<file path="src/rtl/clock_phase_gen.sv">
// Four-phase computer clock generator with run / halt / single-step control.
// Drives the stepper's cpu_clk and step_rst; every output is registered.
module clock_phase_gen #(
  parameter int unsigned DIV   = 2,
  parameter int unsigned CNT_W = 16
) (
  input  logic             clk,
  input  logic             rst_n,
  input  logic             run,
  input  logic             step_req,
  input  logic             halt,
  output logic             cpu_clk,
  output logic             clk_d,
  output logic             clk_e,
  output logic             clk_s,
  output logic             step_rst,
  output logic             busy,
  output logic             cycle_done,
  output logic [CNT_W-1:0] cycle_cnt
);

  localparam int unsigned DW = (DIV > 1) ? $clog2(DIV) : 1;
  localparam logic [DW-1:0] DMax = DW'(DIV - 1);

  typedef enum logic [1:0] {StRstHold, StIdle, StRun, StSingle} state_e;

  state_e          state_q, state_d;
  logic [1:0]      q_q, q_d;
  logic [DW-1:0]   d_q, d_d;
  logic [1:0]      hold_q, hold_d;
  logic            cycle_end;

  logic             cpu_clk_q, cpu_clk_d;
  logic             clk_d_q, clk_d_d;
  logic             clk_e_q, clk_e_d;
  logic             clk_s_q, clk_s_d;
  logic             step_rst_q, step_rst_d;
  logic             busy_q, busy_d;
  logic             cycle_done_q, cycle_done_d;
  logic [CNT_W-1:0] cycle_cnt_q, cycle_cnt_d;
  logic             active_d;

  // State and output registers
  always_ff @(posedge clk or negedge rst_n) begin
    if (!rst_n) begin
      state_q      <= StRstHold;
      q_q          <= 2'd0;
      d_q          <= '0;
      hold_q       <= 2'd0;
      cpu_clk_q    <= 1'b0;
      clk_d_q      <= 1'b0;
      clk_e_q      <= 1'b0;
      clk_s_q      <= 1'b0;
      step_rst_q   <= 1'b1;
      busy_q       <= 1'b0;
      cycle_done_q <= 1'b0;
      cycle_cnt_q  <= '0;
    end else begin
      state_q      <= state_d;
      q_q          <= q_d;
      d_q          <= d_d;
      hold_q       <= hold_d;
      cpu_clk_q    <= cpu_clk_d;
      clk_d_q      <= clk_d_d;
      clk_e_q      <= clk_e_d;
      clk_s_q      <= clk_s_d;
      step_rst_q   <= step_rst_d;
      busy_q       <= busy_d;
      cycle_done_q <= cycle_done_d;
      cycle_cnt_q  <= cycle_cnt_d;
    end
  end

  // Next-state logic
  always_comb begin
    state_d   = state_q;
    q_d       = q_q;
    d_d       = d_q;
    hold_d    = hold_q;
    cycle_end = 1'b0;
    unique case (state_q)
      StRstHold: begin
        hold_d = hold_q + 2'd1;
        if (hold_q == 2'd3) state_d = StIdle;
      end
      StIdle: begin
        if (!halt && (run || step_req)) begin
          state_d = run ? StRun : StSingle;
          q_d     = 2'd0;
          d_d     = '0;
        end
      end
      StRun, StSingle: begin
        if (d_q == DMax) begin
          d_d = '0;
          q_d = q_q + 2'd1;
          if (q_q == 2'd3) begin
            cycle_end = 1'b1;
            if (state_q == StSingle || !run || halt) state_d = StIdle;
          end
        end else begin
          d_d = d_q + DW'(1);
        end
      end
      default: state_d = StIdle;
    endcase
  end

  // Outputs are decoded from the next state so they line up with it after the edge
  always_comb begin
    active_d     = (state_d == StRun) || (state_d == StSingle);
    cpu_clk_d    = active_d && !q_d[1];
    clk_d_d      = active_d && (q_d[1] ^ q_d[0]);
    clk_e_d      = cpu_clk_d || clk_d_d;
    clk_s_d      = cpu_clk_d && clk_d_d;
    step_rst_d   = (state_d == StRstHold);
    busy_d       = active_d;
    cycle_done_d = cycle_end;
    cycle_cnt_d  = cycle_cnt_q + CNT_W'(cycle_end);
  end

  assign cpu_clk    = cpu_clk_q;
  assign clk_d      = clk_d_q;
  assign clk_e      = clk_e_q;
  assign clk_s      = clk_s_q;
  assign step_rst   = step_rst_q;
  assign busy       = busy_q;
  assign cycle_done = cycle_done_q;
  assign cycle_cnt  = cycle_cnt_q;

endmodule

</file>
<file path="config.mk">
export PLATFORM = sky130hd
export DESIGN_NAME = clock_phase_gen
export DESIGN_NICKNAME = d
export VERILOG_FILES = /design/src/rtl/clock_phase_gen.sv
export SDC_FILE = /design/constraint.sdc
export NUM_CORES = 1
export LEC_CHECK = 0
export CORE_MARGIN = 8
export CORE_UTILIZATION = 44
export DETAILED_ROUTE_END_ITERATION = 10
export MAX_ROUTING_LAYER = met4
export PLACE_DENSITY = 0.78
export SYNTH_ARGS = -nofsm -noshare
export SYNTH_HDL_FRONTEND = slang
export SYNTH_SLANG_ARGS = --single-unit
</file>
<file path="constraint.sdc">
create_clock -name clk -period 1.57 [get_ports clk]
set_input_delay 0.471 -clock clk [delete_from_list [all_inputs] [get_ports clk]]
set_output_delay 0.471 -clock clk [all_outputs]
set_load 0.02 [all_outputs]
</file>
# After elaboration in Yosys (flattened, before gate mapping)
# Cells that the tools add are included.
[classes] bitwise=1 mux=16 n_eq_ne=8 reduce_logical=17 n_addsub=4
[ops] op="16-bit by 1-bit adder with 16-bit output" count=1
[ops] op="2-bit two-way mux" count=7
[ops] op="2-bit equality test, second input constant" count=6
[ops] op="1-bit two-way mux" count=6
[ops] op="2-bit one-hot mux with 3 select lines" count=1
[ops] op="1-bit logical OR" count=5
[ops] op="2-bit by 1-bit adder with 2-bit output, second input constant" count=2
[ops] op="1-bit logical AND" count=4
[ops] op="2-bit logical NOT" count=2
[ops] op="2-bit one-hot mux with 2 select lines" count=1
[ops] op="1-bit logical NOT" count=3
[ops] op="2-bit by 1-bit equality test with 1-bit output, second input constant" count=1
[ops] op="2-bit != test, second input constant" count=1
[ops] op="1-bit one-hot mux with 2 select lines" count=1
[ops] op="2-bit AND reduction" count=1
[ops] op="2-bit nonzero test" count=1
[ops] op="2-bit OR reduction" count=1
[ops] op="1-bit adder, second input constant" count=1
[ops] op="1-bit bitwise XOR" count=1
[totals] regBits=30 inputBits=5

# Longest topological paths before layout
# Gate-level depths: netlist of the first run.
[logic_depth] word_depth=11 ltp_mapped=7

# Least setup slack after synthesis of the first run
# No wires, ideal clock.
[synth_path] path_type="reg-to-reg" start="reg busy (netlist name)" end="reg cycle_cnt_q[15] (netlist: cycle_cnt[15])" setup_slack_ps=-158 setup_time_ps=79 t_required_ps=1491 n_path_buf=1 arrival_ps=1649 stages_incl_launch_ff=8 cell_sequence="dfrtp_1 buf_2 and3_1 ha_1 and2_1 nand4_4 nor3_2 xor2_1"
[synth_rtl] element="end signal, assigned" line_no="70" rtl="cycle_cnt_q <= cycle_cnt_d;"
[synth_rtl] element="end, declared" line_no="40" rtl="logic [CNT_W-1:0] cycle_cnt_q, cycle_cnt_d;"

# Worst setup path after layout of the first run
[layout_path] start="reg q_q[1]" end="reg cycle_cnt_q[15] (netlist: cycle_cnt[15])"
[layout_via] elab_chain_cells=5
[layout_rtl] element="start, declared" line_no="28" rtl="logic [1:0] q_q, q_d;"
[layout_rtl] element="start signal, assigned" line_no="60" rtl="q_q <= q_d;"
[layout_rtl] element="2-bit equality test" line_no="97" rtl="if (q_q == 2'd3) begin"
[layout_rtl] element="1-bit two-way mux" line_no="97"
[layout_rtl] element="1-bit two-way mux" line_no="94" rtl="if (d_q == DMax) begin"
[layout_rtl] element="1-bit two-way mux" line_no="81" rtl="unique case (state_q)"
[layout_rtl] element="named net cycle_done_d" line_no="39" rtl="logic cycle_done_q, cycle_done_d;"
[layout_rtl] element="16-bit by 1-bit adder with 16-bit output" line_no="119" rtl="cycle_cnt_d = cycle_cnt_q + CNT_W'(cycle_end);"
[layout_rtl] element="named net cycle_cnt_d[15]" line_no="40"
# The timed path passes the listed nets, and every way through them passes these cells.
# A chain may end at the register's enable or synchronous reset.

==> results of run 1 <==
==> cell families (layout without fill, tap and decap cells) <==
logic type | Yosys count | after routing
AO/OA/AOI/OAI | 14 | 14
XOR/XNOR | 18 | 18
AND/OR/NAND/NOR | 38 | 38
flip-flops | 29 | 29
buffers and inverters | 5 | 59
multiplexers | 1 | 1
adder cells (fa/ha/maj) | 4 | 4
==> cell type report <==
cell class | count | share of cell area (%)
well taps | 31 | 2.14
clock buffers | 8 | 3.24
flip-flops and latches | 29 | 40.1
repair buffers | 48 | 22.1
inverters | 3 | 0.621
multi-input cells | 75 | 31.7
==> worst max-delay path: cells and delay by family, from the launching register on <==
kind,cells,cell delay (ns)
xor gates and xnor gates,1,0.16
adders and majority gates,2,0.33
DFF,1,0.38
and+or+nand+nor,4,0.64
==> report_power, final <==
group / internal (mW) / leakage (nW) / total, mW / switching, mW
sequential: 0.938 / 0.373 / 1.04 / 0.103
combinational: 0.481 / 0.527 / 1.07 / 0.586
clock: 0.221 / 0.0326 / 0.464 / 0.244
total: 1.64 / 0.933 / 2.57 / 0.932
==> flip-flops by register name, summed over array words and instances (netlist names) <==
| signal | count |
|---|---|
| clk_d | 1 |
| state_q | 1 |
| cycle_done | 1 |
| hold_q | 2 |
| cycle_cnt | 16 |
| d_q | 1 |
| busy | 1 |
| clk_e | 1 |
| clk_s | 1 |
| step_rst | 1 |
| q_q | 2 |
| cpu_clk | 1 |
==> repair_timing <==
action	in CTS	in global routing
hold buffers	0	0
buffers inserted	0	3
cloned	0	0
resized for setup	29	7
pin swaps	3	3
endpoints found under the setup margin	27	10
hold endpoints to repair	0	0
==> worst paths after layout <==
check                                    from             to  slack [ns]  cells after the start
worst max-delay path                   q_q[1]  cycle_cnt[15]      -0.008                      7
worst min-delay path            cycle_cnt[15]  cycle_cnt[15]        0.48                      1
worst max register to register         q_q[1]  cycle_cnt[15]      -0.008                      7
worst min register to register  cycle_cnt[15]  cycle_cnt[15]        0.48                      1
max in group asynchronous               rst_n       step_rst        0.83                      2
min in group asynchronous               rst_n   cycle_cnt[9]        0.50                      2
==> layer usage <==
layer  GRT usage (%)  share of wire, %  vias to the layer above
met3            4.72               5.9                        4
met5               -                 0                        -
met1            12.9                41                      471
met2            20.5                52                       26
met4            5.36              0.83                        0
li1                -                 -                      482
==> layout by cell type, fill, tap and decap left out, drive strengths merged, types with 3 or more instances in the layout <==
cell / n
buf: 22
clkbuf: 10
nand2: 10
clkdlybuf4s50: 4
inv: 3
xnor2: 13
nor3: 4
nor2: 6
nand4: 3
o21ai: 6
ha: 4
dfrtp: 28
nand3: 7
xor2: 5
dlygate4sd2: 19
==> flow_summary_export.csv, run 1 <==
group,metric,value,unit
job,maxCapViolations,0,
yosys,synth-simple-area-share,17.1,%
yosys,synth_top_cell_area_share,55.3,%
pwr,power.total,2.57,mW
critical_path,arrival,1.82,ns
yosys,synth.distinct_cells,28,
yosys,syn_nets,118,
timing,drv_slew,0,
timing,tightest_slew,0.272,ns
timing,fin_hold_ws,0.482,ns
floorplan,dieArea,0.00485,mm²
cells_and_area,antennaDiodeCount,0,
yosys,ys_warn_count,0,
yosys,synth.area.top_cells,"dfrtp_1 (55%), xnor2_1 (9.0%), ha_1 (3.9%)",
floorplan,rows,19,
global_route,grt_overflow,0,
timing,max_slew_margin,81.8,%
place,post_dp_cell_area,0.00175,mm²
critical_path,path_class,"reg2reg",
yosys,synth_adder_area_share,3.95,%
pwr,power_density,1420,mW/mm²
cells_and_area,multi_input_area,576,µm²
cells_and_area,utilization,65.8,%
yosys,yosysMostFrequentCell,"dfrtp_1",
critical_path,max_stage_delay,0.38,ns
yosys,synth_common_cells,"dfrtp_1 (28), xnor2_1 (13), nand2_1 (10)",
cells_and_area,layoutNonFillerInstCount,194,
cells_and_area,design_area,0.00181,mm²
yosys,seq_area_frac_synth,57.4,%
cts,clock-sinks,29,
global_route,grt_util_all_layers,12.4,%
cells_and_area,regArea,728,µm²
floorplan,die_w,69.7,µm
yosys,synthArstFlopShare,100,%
critical_path,crit_chain,"ha_2, and3_4, ha_4, and2_4, nand4_4, nor3_4, xor2_1",
cells_and_area,area_growth,43.1,%
routing,via_count,983,
floorplan,start_util,46.0,%
routing,drt_wl_total,2770,µm
place,dp.cells,183,
timing,clock_skew,0.00880,ns
critical_path,slowest_stage,"dfrtp_1",
yosys,synth_compound_area_share,6.71,%
cts,cts.htree.levels,2,
yosys,postSynthCellCount,109,
pwr,power.static_leakage,0.933,nW
timing,hold_viol,0,
cts,cts_buffers,5,
yosys,synth_edf_count,0,
yosys,avgSynthCellArea,11.6,µm²
cts,root_buffer,"clkbuf_4",
cells_and_area,final_layout_size_suffix_gt1_share,28.2,%
yosys,synth_top_family_by_area,"simple AND/OR/NAND/NOR gates",
cts,clk_pin_slew,0.09,ns
timing,tns,-0.00837,ns
place,place_hpwl,2030,µm
cells_and_area,nets,171,
place,routabilityCongestion,0.803,
routing,routedWlPerCell,14.3,µm
timing,fmax,634,MHz
cells_and_area,n_fill_cell,230,
global_route,grt_pass1_vias,1038,
yosys,synth_top_cell_by_area,"dfrtp_1",
critical_path,end_kind,"flip-flop",
routing,avgViaCountPerCell,5.07,
global_route,grt_max_degree,30,
timing,period_needed,1.58,ns
routing,first_pass_iters,2,
critical_path,worst_setup_path_start_kind,"flip-flop",
place,portBuffers,27,
timing,final.period_utilization,101,%
critical_path,cp.required,1.81,ns
cts,clk_latency,0.32,ns
place,post-place-ws,-0.142,ns
routing,drt_iter0_drc,66,
floorplan,boundaryPins,28,
yosys,synth-seq-cells,29,
worst_hold_path,hp-class,"reg2reg",
timing,final.setup.worst_slack,-0.00837,ns
critical_path,cp_max_fo,5,
global_route,antenna_found_initial,0,
yosys,synth-main-ff-cell,"dfrtp_1",
pwr,irDropWorstVdd,0.00102,V
floorplan,core,0.00276,mm²
global_route,grt_pass1_wl,4800,µm
timing,rsz0062_at_grt,"true",
yosys,synth_xor_area_share,12.4,%
routing,detail-route-antenna-nets,0,
yosys,muxShareOfSynthArea,0.888,%
yosys,syn_area,0.00127,mm²
cts,cts_tree,"yes",
status,violations,"setup timing",
floorplan,die_height,69.7,µm
cts,clockBufferDepth,2,
routing,drc_errors,0,
status,status,"complete, but fails checks",
timing,setup_viol,1,
No activity file was read; power rests on OpenSTA's default activity.
==> run 2: changes to the inputs <==
Settings changed: CORE_ASPECT_RATIO from default to 0.9.
==> run 2 against run 1 <==
Against the previous run: the flow still finishes with violations (setup timing); via count down 0.81%; critical path type unchanged; fmax up 0.24%; die area is essentially flat; total power down 1.4%.
==> flow_summary_export.csv, run 2 (same netlist as run 1, synthesis figures left out) <==
group,metric,value,unit
timing,rsz0062_at_grt,"true",
cells_and_area,n_fill_cell,234,
timing,setup_viol,1,
pwr,power.static_leakage,0.912,nW
cells_and_area,design_area,0.00183,mm²
floorplan,die_height,66.9,µm
timing,tns,-0.00455,ns
critical_path,cp.required,1.83,ns
global_route,grt_use_met2,22.1,%
status,status,"complete, but fails checks",
place,post_dp_cell_area,0.00178,mm²
cts,root_buffer,"clkbuf_4",
routing,drc_errors,0,
timing,clock_skew,0.0107,ns
floorplan,boundaryPins,28,
global_route,antenna_found_initial,0,
cells_and_area,final_common_cell,"dfrtp_1",
cts,clk_pin_slew,0.09,ns
critical_path,worst_setup_path_start_kind,"flip-flop",
timing,period_needed,1.57,ns
floorplan,core,0.00275,mm²
timing,drv_slew,0,
routing,drt_iter0_drc,63,
critical_path,cp_max_fo,5,
timing,final.setup.worst_slack,-0.00455,ns
place,portBuffers,27,
timing,final.period_utilization,100,%
job,maxCapViolations,0,
routing,routedWlPerCell,13.5,µm
place,place_hpwl,2100,µm
timing,fmax,635,MHz
cells_and_area,area_growth,44.2,%
global_route,grt_overflow,0,
global_route,grt_util_all_layers,13.1,%
global_route,grt_pass1_wl,4700,µm
timing,tightest_slew,0.267,ns
floorplan,dieArea,0.00486,mm²
routing,drt_wl_total,2760,µm
status,violations,"setup timing",
routing,detail-route-antenna-nets,0,
cells_and_area,largest_reg_flops,16,
pwr,power_density,1390,mW/mm²
critical_path,arrival,1.83,ns
global_route,busiest_layer,"met2",
cells_and_area,layoutNonFillerInstCount,204,
cts,clock-sinks,29,
critical_path,end_kind,"flip-flop",
timing,max_slew_margin,82.1,%
worst_hold_path,hp-class,"reg2reg",
cts,cts.htree.levels,2,
cells_and_area,final_layout_size_suffix_gt1_share,28.0,%
cells_and_area,nets,172,
cts,clockBufferDepth,2,
critical_path,path_class,"reg2reg",
routing,via_count,975,
global_route,grt_use_met1,12.8,%
global_route,globalRouteMet3Util,6.00,%
critical_path,critPathTopFamily,"simple AND/OR/NAND/NOR gates",
critical_path,max_stage_delay,0.37,ns
critical_path,slowest_stage,"dfrtp_1",
timing,hold_viol,0,
place,dp.cells,194,
place,routabilityCongestion,0.777,
floorplan,start_util,46.1,%
cells_and_area,antennaDiodeCount,0,
global_route,grt_max_degree,30,
routing,avgViaCountPerCell,4.78,
floorplan,die_w,72.6,µm
cells_and_area,multi_input_area,569,µm²
floorplan,rows,18,
cts,clk_latency,0.33,ns
cts,cts_buffers,5,
critical_path,crit_chain,"ha_2, and3_4, ha_4, and2_4, nand4_4, nor3_2, xor2_1",
pwr,irDropWorstVdd,0.000944,V
cells_and_area,regArea,728,µm²
routing,first_pass_iters,4,
global_route,grt_pass1_vias,1017,
cts,cts_tree,"yes",
cells_and_area,layout_common_cells,"dfrtp_1 (27), buf_4 (21), dlygate4sd2_1 (16), xnor2_1 (13), nand2_1 (10)",
critical_path,critPathBufInv,0,
place,post-place-ws,-0.222,ns
run 2: timing repair:
item,in CTS,in global routing
setup endpoints to repair,27,12
gates resized for setup,29,8
pin swaps,5,5
cloned,0,0
endpoints found under the hold margin,0,0
hold buffers,0,0
setup buffers,1,1
run 2: area by class of cell:
type	instances	area share, %
Clock inverter	2	0.548
Inverter	3	0.616
Sequential cell	29	39.8
Timing Repair Buffer	49	22.9
Tap cell	40	2.74
Multi-Input combinational cell	75	31.1
Clock buffer	6	2.26
run 2: worst reg2reg max path, stage by stage, from the launching register on:
cell,delay (ns)
dfrtp_1,0.37
ha_2,0.20
and3_4,0.20
ha_4,0.14
and2_4,0.17
nand4_4,0.12
nor3_2,0.15
xor2_1,0.16
run 2: worst paths after layout:
check / startpoint / to / slack, ns / cells after the start
min reg2reg: cycle_cnt[15] / cycle_cnt[15] / 0.47 / 1
max reg2reg: q_q[1] / cycle_cnt[15] / -0.005 / 7
min: cycle_cnt[15] / cycle_cnt[15] / 0.47 / 1
max: q_q[1] / cycle_cnt[15] / -0.005 / 7
min in group asynchronous: rst_n / busy / 0.51 / 2
max in group asynchronous: rst_n / step_rst / 0.84 / 2
run 2: metal layers:
metal | wire [µm] | vias up | part of all wire (%)
li1 | - | 487 | -
met1 | 1100 | 460 | 40
met2 | 1430 | 24 | 52
met3 | 199 | 4 | 7.2
met4 | 30 | 0 | 1.1
met5 | 0 | - | 0
run 2: power breakdown:
| group | internal [mW] | leakage (nW) | switching [mW] | total [mW] |
|---|---|---|---|---|
| sequential | 0.938 | 0.373 | 0.104 | 1.04 |
| combinational | 0.479 | 0.507 | 0.595 | 1.07 |
| clock | 0.170 | 0.0320 | 0.250 | 0.420 |
run 2: metrics by stage:
step | power, mW | utilization, % | hold WS (ns)
2_1_floorplan | 1.68 | - | 0.175
3_3_place_gp | 2.12 | 64.7 | 0.459
3_5_place_dp | 2.21 | 64.7 | 0.459
4_1_cts | 2.56 | 65.9 | 0.472
5_1_grt | 2.71 | 66.5 | 0.490
6_report | 2.54 | 66.5 | 0.471
==> run 3: changes to the inputs <==
Settings changed: CORE_MARGIN 8 to default, SLEW_MARGIN from default to 20.
==> run 3 against run 2 <==
Against the previous run: critical endpoint unchanged; global-route usage increased by 6.2 points; core utilization decreased by 1.1 points; count of clock-buffer cells in the layout decreased by 1; clock skew decreased by 0.0042 ns; final area decreased by 1.6%; register-to-register slack about the same; first-iteration DRC count decreased by 62%; largest power group is now registers; worst hold slack got worse by 0.00090 ns; final cell count decreased by 1.5%; the flow now finishes without violations.
==> flow_summary_export.csv, run 3 (same netlist as run 1, synthesis figures left out) <==
group,metric,value,unit
status,status,"finished clean",
critical_path,path_class,"reg2reg",
place,dp.cells,191,
routing,drt_wl_total,2410,µm
critical_path,worst_setup_path_start_kind,"flip-flop",
cells_and_area,antennaDiodeCount,0,
timing,clock_skew,0.00647,ns
cts,clockBufferDepth,2,
pwr,power.total,2.52,mW
routing,avgViaCountPerCell,4.99,
timing,max_slew_margin,80.1,%
timing,final.setup.worst_slack,0.00412,ns
global_route,grt_pass1_wl,4180,µm
timing,rsz0062_at_grt,"true",
pwr,power_density,1400,mW/mm²
cells_and_area,utilization,65.4,%
critical_path,cp_max_fo,5,
timing,fmax,639,MHz
cts,hold_buffers,0,
cells_and_area,final_layout_size_suffix_gt1_share,29.2,%
routing,drc_errors,0,
job,maxCapViolations,0,
worst_hold_path,hp-class,"reg2reg",
cts,cts.htree.levels,2,
timing,period_needed,1.57,ns
critical_path,critPathBufInv,0,
timing,fin_hold_ws,0.470,ns
cts,clk_pin_slew,0.10,ns
place,routabilityCongestion,0.858,
floorplan,die_height,52.9,µm
floorplan,rows,18,
cells_and_area,final_common_cell,"dfrtp_1",
routing,routedWlPerCell,12.0,µm
floorplan,start_util,46.1,%
cts,clk_latency,0.32,ns
place,portBuffers,27,
floorplan,core,0.00275,mm²
critical_path,cp.required,1.82,ns
pwr,power.static_leakage,0.899,nW
critical_path,r2r-end,"cycle_cnt[15]",
floorplan,boundaryPins,28,
critical_path,slowest_stage,"dfrtp_1",
floorplan,die_w,58.6,µm
global_route,grt_overflow,0,
critical_path,end_kind,"flip-flop",
critical_path,crit_chain,"ha_2, and3_4, ha_4, and2_4, nand4_4, nor3_2, xor2_1",
routing,first_pass_iters,4,
cells_and_area,area_growth,41.9,%
cells_and_area,nets,169,
global_route,grt_pass1_vias,962,
place,place_hpwl,1760,µm
timing,setup_viol,0,
global_route,antenna_found_initial,0,
critical_path,cp-startpoint,"q_q[0]",
cts,cts_tree,"yes",
place,post-place-ws,-0.191,ns
global_route,grt_util_all_layers,19.3,%
critical_path,critPathTopFamily,"simple AND/OR/NAND/NOR gates",
global_route,grt_max_degree,30,
cells_and_area,layoutNonFillerInstCount,201,
cts,cts_buffers,5,
cts,root_buffer,"clkbuf_4",
timing,drv_slew,0,
critical_path,crit_cells,7,
cts,clock-sinks,29,
routing,detail-route-antenna-nets,0,
critical_path,max_stage_delay,0.38,ns
routing,drt_iter0_drc,24,
critical_path,r2r_start,"q_q[0]",
timing,final.period_utilization,99.7,%
floorplan,dieArea,0.00310,mm²
cells_and_area,layout_common_cells,"dfrtp_1 (27), buf_4 (18), dlygate4sd2_1 (17), xnor2_1 (13), nand2_1 (9)",
pwr,irDropWorstVdd,0.000834,V
critical_path,r2r_slack,0.004,ns
cells_and_area,largest_reg_flops,16,
routing,via_count,1002,
critical_path,arrival,1.82,ns
critical_path,critical_path.endpoint,"cycle_cnt[15]",
critical_path,r2r_cells,7,
timing,tightest_slew,0.298,ns
timing,hold_viol,0,
## run 3: cell count changes in the layout (fill, tap and decap cells not counted)
cell / change
nor2_1: +1
clkdlybuf4s15_1: -3
nand2_1: -1
nand2_2: +1
nand3_1: -1
clkbuf_1: -1
clkbuf_2: +2
dlygate4sd2_1: +1
clkinvlp_4: +1
buf_4: -3
nand3_2: +1
nor2_4: -1
## run 3: what timing repair did
item | 4_1_cts | 5_1_grt
gates resized for setup | 31 | 7
endpoints found under the setup margin | 28 | 13
hold endpoints to repair | 0 | 0
pin swaps | 1 | 3
buffers inserted | 1 | 1
## run 3: final cells by class
type | count | area [µm²]
clock buffer | 5 | 37.5
clock inverter | 3 | 17.5
fill | 220 | 950
inverter | 3 | 11.3
multi-input combinational | 75 | 569
sequential | 29 | 728
tap | 40 | 50.0
timing repair buffer | 46 | 384
## run 3: report_power, final
group	leakage [nW]	total [mW]	internal (mW)	switching, mW
sequential	0.373	1.06	0.939	0.124
combinational	0.495	1.02	0.461	0.562
clock	0.0310	0.432	0.168	0.264
## run 3: worst min-delay path by stage
| stage | cells after the start | slack (ns) | start | endpoint |
|---|---|---|---|---|
| global route | 1 | 0.48 | cycle_cnt[15] | cycle_cnt[15] |
| detailed placement | 1 | 0.46 | cycle_cnt[15] | cycle_cnt[15] |
| floorplan | 0 | 0.18 | rst_n | busy |
| finish | 1 | 0.47 | cycle_cnt[15] | cycle_cnt[15] |
| global placement | 1 | 0.46 | cycle_cnt[15] | cycle_cnt[15] |
| CTS | 1 | 0.47 | cycle_cnt[15] | cycle_cnt[15] |
## run 3: layer usage
layer  up-vias  GRT usage, %  share of wire [%]
met5         -             -                  0
met4         0          7.54               0.41
met3         4          6.11                5.4
met2        29          32.8                 52
met1       485          21.5                 42
li1        484             -                  -
## run 3: worst reg2reg max path: cells and delay by family (launching register included)
family                   cells  cell delay [ns]
adder cells (fa/ha/maj)      2             0.34
XOR/XNOR                     1             0.16
AND/OR/NAND/NOR              4             0.63
flip-flops                   1             0.38
## run 3: per-stage QoR
| stage | instance area (µm²) | setup TNS [ns] |
|---|---|---|
| CTS | 1800 | -0.00742 |
| finish | 1800 | 0 |
| floorplan | 1310 | 0 |
| global route | 1800 | -0.317 |
| global placement | 1760 | -0.247 |
| detailed placement | 1760 | -0.647 |
